`src/rtl/mem_access_ctrl.sv`:
```
// Memory-port sequencer: turns one read/write request into the MAR -> MDR -> memory
// strobe sequence, waits on mem_ready with a bounded timeout, and pulses done/err.
module mem_access_ctrl #(
  parameter int TIMEOUT = 8
) (
  input  logic clk,
  input  logic clr,
  input  logic req_rd,
  input  logic req_wr,
  input  logic mem_ready,
  output logic mar_en,
  output logic mdr_en,
  output logic mdr_read,
  output logic mem_rd,
  output logic mem_wr,
  output logic busy,
  output logic done,
  output logic err
);

  localparam int CNT_W = $clog2(TIMEOUT + 1);
  localparam logic [CNT_W-1:0] TMO_LIMIT = CNT_W'(TIMEOUT);

  typedef enum logic [2:0] {
    S_IDLE,
    S_ADDR,
    S_DATA,
    S_ACCESS,
    S_DONE
  } state_t;

  state_t           r_state, w_state_nxt;
  logic             r_op, w_op_nxt;
  logic             r_err, w_err_nxt;
  logic [CNT_W-1:0] r_cnt, w_cnt_nxt;
  logic [CNT_W-1:0] w_cnt_inc;

  assign w_cnt_inc = r_cnt + 1'b1;

  always_ff @(posedge clk) begin
    if (!clr) begin
      r_state <= S_IDLE;
      r_op    <= 1'b1;
      r_err   <= 1'b0;
      r_cnt   <= '0;
    end else begin
      r_state <= w_state_nxt;
      r_op    <= w_op_nxt;
      r_err   <= w_err_nxt;
      r_cnt   <= w_cnt_nxt;
    end
  end

  always_comb begin
    w_state_nxt = r_state;
    w_op_nxt    = r_op;
    w_err_nxt   = r_err;
    w_cnt_nxt   = r_cnt;
    mar_en      = 1'b0;
    mdr_en      = 1'b0;
    mdr_read    = 1'b0;
    mem_rd      = 1'b0;
    mem_wr      = 1'b0;
    busy        = 1'b1;
    done        = 1'b0;
    err         = 1'b0;

    case (r_state)
      S_IDLE: begin
        busy = 1'b0;
        // Read wins a tie; a held write request is picked up after the read.
        if (req_rd) begin
          w_op_nxt    = 1'b1;
          w_state_nxt = S_ADDR;
        end else if (req_wr) begin
          w_op_nxt    = 1'b0;
          w_state_nxt = S_ADDR;
        end
      end
      S_ADDR: begin
        mar_en      = 1'b1;
        w_cnt_nxt   = '0;
        w_state_nxt = r_op ? S_ACCESS : S_DATA;
      end
      S_DATA: begin
        mdr_en      = 1'b1;
        w_cnt_nxt   = '0;
        w_state_nxt = S_ACCESS;
      end
      S_ACCESS: begin
        mem_rd = r_op;
        mem_wr = ~r_op;
        if (mem_ready) begin
          // Read data is captured into MDR in the same cycle memory reports ready.
          mdr_en      = r_op;
          mdr_read    = r_op;
          w_err_nxt   = 1'b0;
          w_state_nxt = S_DONE;
        end else if (w_cnt_inc == TMO_LIMIT) begin
          w_err_nxt   = 1'b1;
          w_state_nxt = S_DONE;
        end else begin
          w_cnt_nxt = w_cnt_inc;
        end
      end
      S_DONE: begin
        done        = 1'b1;
        err         = r_err;
        w_state_nxt = S_IDLE;
      end
      default: begin
        busy        = 1'b0;
        w_state_nxt = S_IDLE;
      end
    endcase
  end

endmodule
```
`config.mk`:
```
export PLATFORM = sky130hd
export DESIGN_NAME = mem_access_ctrl
export DESIGN_NICKNAME = d
export VERILOG_FILES = /design/src/rtl/mem_access_ctrl.sv
export SDC_FILE = /design/constraint.sdc
export NUM_CORES = 1
export LEC_CHECK = 0
export BUFFER_PORTS_ARGS = -buffer_cell sky130_fd_sc_hd__buf_4
export CAP_MARGIN = 20
export CORE_AREA = 3 3 40 42
export CTS_BUF_LIST = sky130_fd_sc_hd__clkbuf_2 sky130_fd_sc_hd__clkbuf_4 sky130_fd_sc_hd__clkbuf_8
export DETAILED_ROUTE_END_ITERATION = 16
export DIE_AREA = 0 0 43 45
export PLACE_DENSITY = 0.62
export SKIP_CTS_REPAIR_TIMING = 1
export SLEW_MARGIN = 5
export SYNTH_ARGS = -nofsm -noshare
export SYNTH_HDL_FRONTEND = slang
export SYNTH_SLANG_ARGS = --single-unit
```
`constraint.sdc`:
```
create_clock -name clk -period 1.72 [get_ports clk]
set_input_delay 0.172 -clock clk [delete_from_list [all_inputs] [get_ports clk]]
set_output_delay 0.172 -clock clk [all_outputs]
set_load 0.01 [all_outputs]
```
==> impl_metrics.toml <==
[place]
routabilityCongestion = 0.852
hpwl_um = 921
dp_cells = 93
port_buffers = 12

[critical_path]
cp.depth = 4
cpPeakStageDelay_ps = 500
crit_family = "simple AND/OR/NAND/NOR gates"
path_max_fanout = 10
worstSetupStartpointType = "flip-flop"
path_cells = "and2_4 -> a211o_1 -> or4_1 -> o21ai_0"
cp-end-kind = "flip-flop"
critPathBufInv = 0
slowest_stage = "or4_1"
worstPathRequired_ps = 1920
crit_type = "flip-flop to flip-flop"
arrival_ps = 1770
reg2reg_depth = 4

[timing]
max_freq_ghz = 0.635
min_period_ps = 1570
holdWs_ps = 132
finClkSkew_ps = 11.8
maxSlewHeadroom_pct = 74.1
grt_setup_unrepaired = "false"
final-max-slew-violation-count = 0
setup_viol = 0
hold_viol_final = 0
setup_tns_ps = 0
finalCritPeriodShare_pct = 91.5
tightest_slew_ps = 388

[logic_synthesis]
synth_nets = 73
synth_area_leaders = "dfxtp_1, a21oi_1, a211oi_1"
synth_area_um2 = 537
synth-warning-count = 0
synth_top_area_cell = "dfxtp_1"
syn_area_per_cell_um2 = 8.01
ys_types = 27
netlist.area_leader.share_pct = 33.6
synth-seq-area-share_pct = 33.6
ys_ff_latch = 9
synthCells = 67

[die]
start_util_pct = 41.8
die_area_mm2 = 0.00194
core_area_mm2 = 0.00128
die_width_um = 43
die_h_um = 45
io_pins = 13
placementRows = 13

[global_routing]
grt_pass1_vias = 466
grt_max_degree = 14
grt_util_all_layers_pct = 15.4
grt_overflow = 0
grt_antenna_before_repair = 0
grt_pass1_wl_um = 2110

[min_path]
hold_class = "input port to flip-flop"
whs_path_depth = 2

[final_layout]
most-common-layout-cells = "buf_4, dfxtp_1, nand2_1, nor2_1, a21oi_1"
antennaDiodeCount = 0
area_delta_synth_final_pct = 24.5
seq_area_um2 = 180
drive_gt1_share_pct = 25.6
num-fill-cells = 133
fin_nets = 89
multi_input_area_um2 = 327
final_common_cell = "buf_4"
final_cells = 97
final_util_pct = 52.0

[power_and_ir_drop]
p_sw_share_pct = 30.1
p_leak_nw = 0.281
p_per_area_mw_per_mm2 = 835
p_switching_uw = 168
p_total_uw = 558
internal-power_uw = 390
pwr-share-clk_pct = 34.0
pwr-share-comb_pct = 23.7
peakVddDrop_v = 0.000417
p_seq_share_pct = 42.3

[cts]
cts_num_sinks = 9
htree_levels = 1
cts_buffers = 3
clk_latency_ps = 270
clockBufferDepth = 2
cts_tree = "yes"
cts_root_buf = "clkbuf_4"
clk_pin_slew_ps = 70

[route]
viasPerCell = 5.63
via_count = 546
drc_errors = 0
first_iter_violations = 17
first_pass_iters = 4
wirelength_um = 1300
drtAntennaViolNets = 0
wl_per_cell_um = 13.4

[job]
max-cap-violations = 0

[outcome]
status = "finished clean"
==> worst reg2reg max path: stages (launching register included) <==
cell and delay [ps]:
dfxtp_1 390, and2_4 210, a211o_1 330, or4_1 500, o21ai_0 90
==> flip-flops by register name, indices dropped and copies added, names as in the netlist <==
register  count
r_cnt         4
r_state       3
r_err         1
r_op          1
==> layer usage <==
| layer | global-route usage (%) | wire length (µm) | vias up |
|---|---|---|---|
| li1 | - | - | 271 |
| met4 | 12.7 | 53 | 0 |
| met5 | 0 | 0 | - |
| met1 | 18.3 | 582 | 250 |
| met2 | 22.5 | 556 | 18 |
| met3 | 5.18 | 103 | 7 |
==> power by group through the flow <==
stage	Sequential, mW	Combinational (mW)	Clock (mW)
3_3_place_gp	0.240	0.131	0
4_1_cts	0.236	0.131	0.196
3_5_place_dp	0.240	0.131	0
2_1_floorplan	0.228	0.0998	0
6_report	0.236	0.132	0.189
5_1_grt	0.239	0.143	0.202
==> metrics by stage <==
step	instance area, µm²	setup WS, ps
2_1_floorplan	537	214
3_3_place_gp	638	198
3_5_place_dp	638	147
4_1_cts	668	141
5_1_grt	668	47.9
6_report	668	146
==> cell families (layout without fill, tap and decap cells) <==
| logic type | Yosys count | count (layout) | share of synthesized area (%) |
|---|---|---|---|
| multiplexers | 1 | 1 | 1.86 |
| flip-flops | 9 | 9 | 33.6 |
| buffers and inverters | 5 | 20 | 5.59 |
| XOR/XNOR | 2 | 2 | 3.26 |
| AND/OR/NAND/NOR | 29 | 29 | 28.9 |
| AO/OA/AOI/OAI | 20 | 20 | 24.5 |
| adder cells (fa/ha/maj) | 1 | 1 | 2.33 |
==> synth_stat cells <==
cell	n
a2111o_1	1
a211o_1	2
a211oi_1	4
a21bo_2	1
a21oi_1	7
and2_1	1
and2_4	1
and3_1	2
and3b_2	1
buf_4	1
buf_6	1
clkbuf_1	1
dfxtp_1	9
ha_1	1
inv_1	2
mux2i_1	1
nand2_1	7
nand3_1	2
nand3b_1	2
nor2_1	7
nor3_1	2
nor3b_1	2
o21a_1	1
o21ai_0	4
or2b_1	1
or4_1	1
xnor2_1	2
==> path summary, 6_finish.rpt <==
path | startpoint | end | slack [ps]
worst max-delay path | r_state[1] | r_cnt[0] | 150
worst min register to register | r_cnt[3] | r_cnt[3] | 520
worst min-delay path | mem_ready | r_err | 130
worst max register to register | r_state[1] | r_cnt[0] | 150
==> layout make-up <==
class,instances,share of cell area (%)
well taps,15,2.81
multi-input cells,53,48.9
repair buffers,14,15.7
flip-flops and latches,9,27.0
clock buffers,4,4.49
inverters,2,1.12
(Power assumes the default switching activity.)
